File: src/rtl/pic_prio_ctrl.sv
// pic_prio_ctrl -- programmable interrupt controller core with 8259-style
// initialisation (ICW1..ICW3), operation commands (OCW1..OCW3), rotating
// priority, edge/level request capture and a two-pulse acknowledge sequence.
//
// Ports:
//   clk, reset         single clock, synchronous active-high reset
//   wr, rd, a0, din    register write/read strobes, address bit, write data
//   dout               registered read data (IMR, IRR or ISR, zero-filled)
//   irq                request lines, already synchronous to clk
//   inta               acknowledge pulses; two pulses form one sequence
//   intr               registered interrupt request to the CPU
//   vec, vec_valid     vector (base | level), pulsed on the second inta
//   imr_o/isr_o/irr_o  mask, in-service and request registers
//   init_done          high once initialisation has completed
module pic_prio_ctrl #(
  parameter int unsigned N_IRQ = 8,
  parameter int unsigned IDW   = $clog2(N_IRQ)
) (
  input  logic             clk,
  input  logic             reset,
  input  logic             wr,
  input  logic             rd,
  input  logic             a0,
  input  logic [7:0]       din,
  output logic [7:0]       dout,
  input  logic [N_IRQ-1:0] irq,
  input  logic             inta,
  output logic             intr,
  output logic [7:0]       vec,
  output logic             vec_valid,
  output logic [N_IRQ-1:0] imr_o,
  output logic [N_IRQ-1:0] isr_o,
  output logic [N_IRQ-1:0] irr_o,
  output logic             init_done
);

  typedef enum logic [1:0] {S_IDLE, S_ICW2, S_ICW3, S_READY} state_t;
  state_t state, state_nx;

  logic [N_IRQ-1:0] imr, isr, irr, irq_q;
  logic [N_IRQ-1:0] isr_nx, irr_nx, isr_set, isr_clr, irr_ack, rd_mux;
  logic [IDW-1:0]   lp, lp_nx, cur_id, ack_id, lvl;
  logic [7:0]       base;
  logic             ltim, sngl, aeoi, rot_aeoi, rdsel, seq_open, seq_open_nx;

  // Command decode
  logic ready, icw1, icw2_wr, ocw1, ocw2, ocw3;
  logic inta_ok, first_ack, second_ack;

  assign ready      = (state == S_READY);
  assign icw1       = wr && !a0 && din[4];
  assign icw2_wr    = (state == S_ICW2) && wr && a0;
  assign ocw1       = ready && wr && a0;
  assign ocw2       = ready && wr && !a0 && (din[4:3] == 2'b00);
  assign ocw3       = ready && wr && !a0 && (din[4:3] == 2'b01);
  assign inta_ok    = inta && ready;
  assign first_ack  = inta_ok && !seq_open;
  assign second_ack = inta_ok && seq_open;
  assign lvl        = din[IDW-1:0];

  // Init FSM: ICW1 restarts from any state
  always_ff @(posedge clk) begin
    if (reset) state <= S_IDLE;
    else       state <= state_nx;
  end

  always_comb begin
    state_nx = state;
    if (icw1) begin
      state_nx = S_ICW2;
    end else begin
      case (state)
        S_ICW2:  if (wr && a0) state_nx = sngl ? S_READY : S_ICW3;
        S_ICW3:  if (wr && a0) state_nx = S_READY;
        default: ;
      endcase
    end
  end

  // Priority resolution. Rank 0 is level lp+1; ranks wrap naturally in IDW
  // bits because N_IRQ is a power of two.
  logic [IDW:0]   isr_min, elig_min;
  logic [IDW-1:0] isr_top, elig_id;
  logic           isr_any, elig_any;

  always_comb begin
    logic [IDW-1:0] r;
    r        = '0;
    isr_min  = (IDW+1)'(N_IRQ);
    isr_top  = '0;
    isr_any  = 1'b0;
    for (int unsigned i = 0; i < N_IRQ; i++) begin
      r = IDW'(i) - lp - IDW'(1);
      if (isr[i] && ({1'b0, r} < isr_min)) begin
        isr_min = {1'b0, r};
        isr_top = IDW'(i);
        isr_any = 1'b1;
      end
    end
    elig_min = (IDW+1)'(N_IRQ);
    elig_id  = '0;
    elig_any = 1'b0;
    for (int unsigned i = 0; i < N_IRQ; i++) begin
      r = IDW'(i) - lp - IDW'(1);
      if (irr[i] && !imr[i] && ({1'b0, r} < isr_min) && ({1'b0, r} < elig_min)) begin
        elig_min = {1'b0, r};
        elig_id  = IDW'(i);
        elig_any = 1'b1;
      end
    end
  end

  // Next-state for ISR, IRR, lp and the acknowledge sequence. The inta action
  // is computed from current values and the write is layered on top; an ISR
  // set from the first inta beats any clear in the same cycle.
  always_comb begin
    ack_id  = elig_any ? elig_id : IDW'(N_IRQ-1);
    isr_set = '0;
    irr_ack = '0;
    isr_clr = '0;
    lp_nx   = lp;
    if (first_ack && elig_any) begin
      isr_set = N_IRQ'(1) << ack_id;
      if (!ltim) irr_ack = N_IRQ'(1) << ack_id;
    end
    if (second_ack && aeoi) begin
      isr_clr[cur_id] = 1'b1;
      if (rot_aeoi) lp_nx = cur_id;
    end
    if (ocw2) begin
      case (din[7:5])
        3'b001: if (isr_any) isr_clr[isr_top] = 1'b1;
        3'b011: isr_clr[lvl] = 1'b1;
        3'b101: if (isr_any) begin
                  isr_clr[isr_top] = 1'b1;
                  lp_nx = isr_top;
                end
        3'b111: begin
                  isr_clr[lvl] = 1'b1;
                  lp_nx = lvl;
                end
        3'b110: lp_nx = lvl;
        default: ;
      endcase
    end
    if (icw1) begin
      isr_nx      = '0;
      irr_nx      = '0;
      lp_nx       = IDW'(N_IRQ-1);
      seq_open_nx = 1'b0;
    end else begin
      isr_nx      = (isr & ~isr_clr) | isr_set;
      irr_nx      = ltim ? irq : ((irr | (irq & ~irq_q)) & irq & ~irr_ack);
      seq_open_nx = first_ack ? 1'b1 : (second_ack ? 1'b0 : seq_open);
    end
    rd_mux = a0 ? imr : (rdsel ? isr : irr);
  end

  always_ff @(posedge clk) begin
    if (reset) begin
      irq_q     <= '0;
      irr       <= '0;
      isr       <= '0;
      imr       <= '0;
      lp        <= IDW'(N_IRQ-1);
      cur_id    <= '0;
      base      <= '0;
      ltim      <= 1'b0;
      sngl      <= 1'b0;
      aeoi      <= 1'b0;
      rot_aeoi  <= 1'b0;
      rdsel     <= 1'b0;
      seq_open  <= 1'b0;
      intr      <= 1'b0;
      vec       <= '0;
      vec_valid <= 1'b0;
      dout      <= '0;
    end else begin
      irq_q     <= irq;
      irr       <= irr_nx;
      isr       <= isr_nx;
      lp        <= lp_nx;
      seq_open  <= seq_open_nx;
      intr      <= (state_nx == S_READY) && !seq_open_nx && elig_any;
      vec_valid <= second_ack && !icw1;
      if (second_ack && !icw1) vec <= base | 8'(cur_id);
      if (first_ack) cur_id <= ack_id;
      if (icw1) begin
        ltim     <= din[3];
        sngl     <= din[1];
        aeoi     <= din[0];
        imr      <= '0;
        rot_aeoi <= 1'b0;
      end
      if (icw2_wr) base <= din & ~8'(N_IRQ-1);
      if (ocw1) imr <= din[N_IRQ-1:0];
      if (ocw2 && din[7:5] == 3'b100) rot_aeoi <= 1'b1;
      if (ocw2 && din[7:5] == 3'b000) rot_aeoi <= 1'b0;
      if (ocw3 && din[1]) rdsel <= din[0];
      if (rd) dout <= 8'(rd_mux);
    end
  end

  assign imr_o     = imr;
  assign isr_o     = isr;
  assign irr_o     = irr;
  assign init_done = ready;

endmodule

File: config.mk
export PLATFORM = sky130hd
export DESIGN_NAME = pic_prio_ctrl
export DESIGN_NICKNAME = d
export VERILOG_FILES = /design/src/rtl/pic_prio_ctrl.sv
export SDC_FILE = /design/constraint.sdc
export NUM_CORES = 1
export LEC_CHECK = 0
export BUFFER_PORTS_ARGS = -buffer_cell sky130_fd_sc_hd__buf_2
export CAP_MARGIN = 30
export CORE_UTILIZATION = 25
export DETAILED_ROUTE_END_ITERATION = 8
export HOLD_SLACK_MARGIN = 0.06
export PLACE_DENSITY = 0.52
export SLEW_MARGIN = 15
export SYNTH_ARGS = -nofsm -noshare
export SYNTH_HDL_FRONTEND = slang
export SYNTH_SLANG_ARGS = --single-unit
File: constraint.sdc
create_clock -name clk -period 66.8 [get_ports clk]
set_clock_uncertainty 0.2 [all_clocks]
set_input_delay 3.34 -clock clk [delete_from_list [all_inputs] [get_ports clk]]
set_output_delay 3.34 -clock clk [all_outputs]
set_load 0.01 [all_outputs]
# Word level (Yosys, flattened, before mapping)
# Cells that the tools add are included.
[totals] register_bits=69 inputBits=22 output_inout_bits=43 wordCells=240
[classes] add_sub_neg=16 magnitude_cmp=28 eq_ne=11 shifts=1 mux=79 bitwise=12 reduce_logical=75
[op_table] op="$lt 3x4->1" n=22
[op_table] op="$mux 8" n=11
[op_table] op="$mux 4" n=15
[op_table] op="$logic_and 1x1->1" n=54
[op_table] op="$mux 3" n=17
[op_table] op="$and 8x8->8" n=4
[op_table] op="$or 8x8->8" n=4
[op_table] op="$mux 1" n=27
[op_table] op="$not 8->8" n=3
[op_table] op="$sub 3x1->3 const B" n=8
[op_table] op="$pmux 8 s2" n=1
[op_table] op="$eq 3x3->1 const B" n=4
[op_table] op="$logic_not 1->1" n=12
[op_table] op="$lt 3x4->1 const B" n=3
[op_table] op="$sub 3x3->3 const A" n=4
[op_table] op="$reduce_or 2->1" n=5
[op_table] op="$demux 1 s3" n=3
[op_table] op="$ge 3x1->1 const B" n=3
[op_table] op="$or 8x3->8" n=1
[op_table] op="$shl 1x3->8 const A" n=1
[op_table] op="$eq 2x2->1 const B" n=3
[op_table] op="$mux 2" n=3
[op_table] op="$pmux 3 s2" n=1
[op_table] op="$sub 1x3->3 const A" n=2
[op_table] op="other kinds (8)" n=11

# Depth between registers and ports, before layout
[logic_depth] ltp_word=55 depth_mapped=105 depth_no_buf=101

# Worst setup path after synthesis
# Ideal clock, no wire load.
[synth_timing] path_kind="flip-flop to flip-flop" startpoint="reg lp[1]" endpoint="reg isr[0], in the netlist isr_o[0]" setup_ps=116 t_arrival_ps=20687 required_time_ps=66484 setup_slack_ps=45796 path_stages_with_launch=97 path_buffers=2 period_less_slack_ps=21004 path_cell_list="dfxtp_1 > clkbuf_1 > inv_1 > ha_1 > ha_1 > a211oi_1 > o21ai_0 > mux2_2 > ha_1 > or3b_1 > a21oi_1 > a21oi_1 > nand2_1 > o21ai_0 > ha_1 > nand3_1 > o2111a_1 > or2_2 > (+61 left out) > a21o_1 > a21oi_1 > o21a_1 > a21boi_2 > mux2_2 > ha_1 > a21o_1 > a21o_1 > a211oi_1 > a21oi_1 > mux2_2 > ha_1 > a21oi_1 > nand2_1 > a31o_2 > a31o_2 > and4_1 > a41o_1"
[synth_between] elab_chain_cells=52 elab_cells_between_ends=120 classes_between="add/sub (16); order compare (24); shift (1); mux (51); bitwise (4); reduce/logical (24)"
[synth_rtl] element="from (decl)" line_no="42" text="logic [IDW-1:0] lp, lp_nx, cur_id, ack_id, lvl;"
[synth_rtl] element="from (signal assigned)" line_no="165" text="lp <= IDW'(N_IRQ-1);"
[synth_rtl] element="from (signal assigned)" line_no="182" text="lp <= lp_nx;"
[synth_rtl] element="$sub 1x3->3" line_no="93, 104"
[synth_rtl] element="$sub 3x1->3" line_no="93, 104"
[synth_rtl] element="$mux 4" line_no="94" text="if (isr[i] && ({1'b0, r} < isr_min)) begin"
[synth_rtl] element="$lt 3x4->1" line_no="94"
[synth_rtl] element="$logic_and 1x1->1" line_no="94"
[synth_rtl] element="$mux 4" line_no="94"
[synth_rtl] element="$lt 3x4->1" line_no="94"
[synth_rtl] element="$logic_and 1x1->1" line_no="94"
[synth_rtl] element="(+36 left out)"
[synth_rtl] element="$mux 4" line_no="105" text="if (irr[i] && !imr[i] && ({1'b0, r} < isr_min) && ({1'b0, r} < elig_min)) begin"
[synth_rtl] element="$lt 3x4->1" line_no="105"
[synth_rtl] element="$logic_and 1x1->1" line_no="105"
[synth_rtl] element="$mux 3 or $mux 1 (tied branches)" line_no="105"
[synth_rtl] element="$mux 3" line_no="117" text="ack_id = elig_any ? elig_id : IDW'(N_IRQ-1);"
[synth_rtl] element="$shl 1x3->8" line_no="123" text="isr_set = N_IRQ'(1) << ack_id;"
[synth_rtl] element="$mux 8" line_no="122" text="if (first_ack && elig_any) begin"
[synth_rtl] element="$or 8x8->8 *" line_no="152" text="isr_nx = (isr & ~isr_clr) | isr_set;"
[synth_rtl] element="to (signal assigned)" line_no="181" text="isr <= isr_nx;"
[synth_rtl] element="to (decl)" line_no="40" text="logic [N_IRQ-1:0] imr, isr, irr, irq_q;"
# Every way passes the cells marked *; elsewhere a longest branch is shown, timed or not.
# A chain may end at the register's enable or synchronous reset.

# Worst setup path in the final report
# Ends and elaborated chain as after synthesis.

==> impl_metrics.toml <==
[run_status]
status = "complete, no violations"

[sta]
rsz0062_at_grt = "no"
slew_headroom = 0.398
tns_ns = 0
setup_viol = 0
worst_pin_slew_ns = 0.903
finalHoldViolations = 0
min_period_over_period = 0.363
slew_violations = 0
finalCriticalPeriod_ns = 24.22
fmax_ghz = 0.0413

[synthesis]
yosysTopAreaCell = "dfxtp_1"
synth_nets = 767
syn_inst = 698
async_reset_ff_frac = 0
synth.cell_area_mm2 = 0.00557
ys_seq_area_frac = 0.248
synth_warnings = 0
syn_area_per_cell_um2 = 7.98
yosys_most_used_dff = "dfxtp_1"
synthTopCellsByArea = "dfxtp_1, ha_1, nand2_1"
ys_ff_latch = 69
synth_top_area_share = 0.248
synth_edf_count = 0
yosys.cell_types.count = 87

[global_route]
grt_overflow_total = 0
grtUsageTotal = 0.171
grt_util_met3 = 0.0289
grt_use_met1 = 0.236
grt_use_met2 = 0.265
antenna_found_initial = 0
grt_max_degree = 49
grt-busiest-layer = "met2"
grt_pass1_wl_um = 30000
grt_pass1_vias = 5330

[worst_hold_path]
whs_path_depth = 1
hold_class = "reg2reg"
min_to = "irr_o[5]$_SDFF_PP0_"
hp-start = "irq_q[5]$_SDFF_PP0_"

[routing]
drtIter0Drc = 363
wirelength_um = 18900
via_per_inst = 5.38
dr.pass1.iters = 5
ant_nets = 0
vias = 5559
routedWlPerCell_um = 18.3
drc = 0

[floorplan]
start_util = 0.255
io_pins = 65
die_w_um = 151
coreArea_mm2 = 0.0218
die_y_um = 151
die_area_mm2 = 0.0229
std_cell_rows = 54

[cts]
cts_tree = "built"
cts.sinks = 69
clkLatencyLatePin_ns = 0.33
clockRootBuffer = "clkbuf_16"
hold_buffers = 0
clk_transition_reported_paths_ns = 0.06
cts_buffer_depth = 2
htreeDepth = 3
cts-resized-gates = 0
post_cts_buffers = 0
cts_made_buffers = 9

[place]
place_hpwl_um = 14300
dp.cells = 1018
place.gp.congestion = 0.869
portBuffers = 64

[setup_path]
path_buf_inv = 4
rr_endpoint = "isr_o[0]$_SDFF_PP0_"
r2r_setup_slack_ns = 42.58
cp.required_ns = 66.83
cp-start-kind = "flop"
r2r-start = "lp[1]$_SDFF_PP1_"
critPathTopFamily = "compound AO/OA/AOI/OAI gates"
path_class = "reg2reg"
crit_path_top_delay_cell = "ha_1"
cp_slowest_stage_delay_ns = 0.60
ff2ff_path_depth = 95
cpMostUsedCell = "ha_1"
crit_path_end_kind = "flop"
crit_arrival_ns = 24.25
critPathLaunch = "lp[1]$_SDFF_PP1_"
critPathMaxFanout = 14

[cells_and_area]
antenna_cells = 0
drive_above_1_share = 0.171
seq_area_mm2 = 0.00138
final_cells = 1034
most-common-layout-cells = "nand2_1, nor2_1, dfxtp_1"
area_growth_syn_to_layout_pct = 16.1
final_common_cell = "nand2_1"
multi_input_area_mm2 = 0.00397
layout.nets = 818
nFillCells = 2397

[run]
cap_violations = 0

[pwr]
leakagePower_nw = 2.64
power_density_mw_per_mm2 = 16.2
ir_drop_uv = 15.3
-- where the power goes --
part,switching (W),leakage (nW),internal (W)
Combinational,0.00000796,1.93,0.00000472
Sequential,0.000000907,0.560,0.0000420
Clock,0.0000180,0.148,0.0000309
Total,0.0000268,2.64,0.0000776
-- cell families after synthesis --
kind of cell / synth area share
muxes: 0.0651
xor gates and xnor gates: 0.00472
buffers and inverters: 0.0400
DFF: 0.248
adders and majority gates: 0.106
and+or+nand+nor: 0.233
AOI/OAI and AO/OA: 0.304
-- metrics by stage --
step / total power, W / utilization / instance area, µm² / hold slack (ns) / setup WS, ns
after detailed placement: 0.0000562 / 0.282 / 6150 / 0.213 / 42.93
after global routing: 0.000109 / 0.296 / 6470 / 0.249 / 40.50
after floorplan: 0.0000519 / - / 5570 / 0.198 / 45.80
after CTS: 0.000105 / 0.296 / 6470 / 0.223 / 42.85
final: 0.000104 / 0.296 / 6470 / 0.222 / 42.58
after global placement: 0.0000562 / 0.282 / 6150 / 0.205 / 43.27
-- cell usage after synthesis (15+ instances only) --
cell type and number:
ha_1 47, o21ai_0 38, nand2b_1 15, nand3_1 23
clkbuf_1 20, nor2b_1 17, nand2_1 75, dfxtp_1 69
nor2_1 73, mux2i_1 25, a21oi_1 56, inv_1 20
-- layer usage --
| metal | vias up | part of all wire |
|---|---|---|
| met5 | - | 0 |
| met4 | 0 | 0.027 |
| met3 | 35 | 0.051 |
| met2 | 159 | 0.43 |
| met1 | 2649 | 0.49 |
| li1 | 2716 | - |
-- layout make-up --
cell class              count  share of cell area
multi-input cells         576               0.614
flip-flops and latches     69               0.214
repair buffers             71              0.0577
well taps                 280              0.0542
clock buffers              11              0.0391
inverters                  22              0.0128
clock inverters             5             0.00909
-- sequential cells by signal, summed over array words and instances (netlist names) --
name,flops
imr_o,8
irr_o,8
aeoi,1
vec_valid,1
dout,8
isr_o,8
rot_aeoi,1
cur_id,3
intr,1
irq_q,8
base,5
rdsel,1
ltim,1
sngl,1
seq_open,1
state,2
lp,3
vec,8
-- how the worst max path moves through the flow --
stage                                to  slack [ns]  cells after the start
floorplan           isr_o[0]$_SDFF_PP0_       45.80                     96
global placement    isr_o[0]$_SDFF_PP0_       43.27                     97
detailed placement  isr_o[0]$_SDFF_PP0_       42.93                     95
CTS                 isr_o[0]$_SDFF_PP0_       42.85                     95
global route        isr_o[0]$_SDFF_PP0_       40.50                     97
finish              isr_o[0]$_SDFF_PP0_       42.58                     95
No activity file was read; power rests on OpenSTA's default activity.
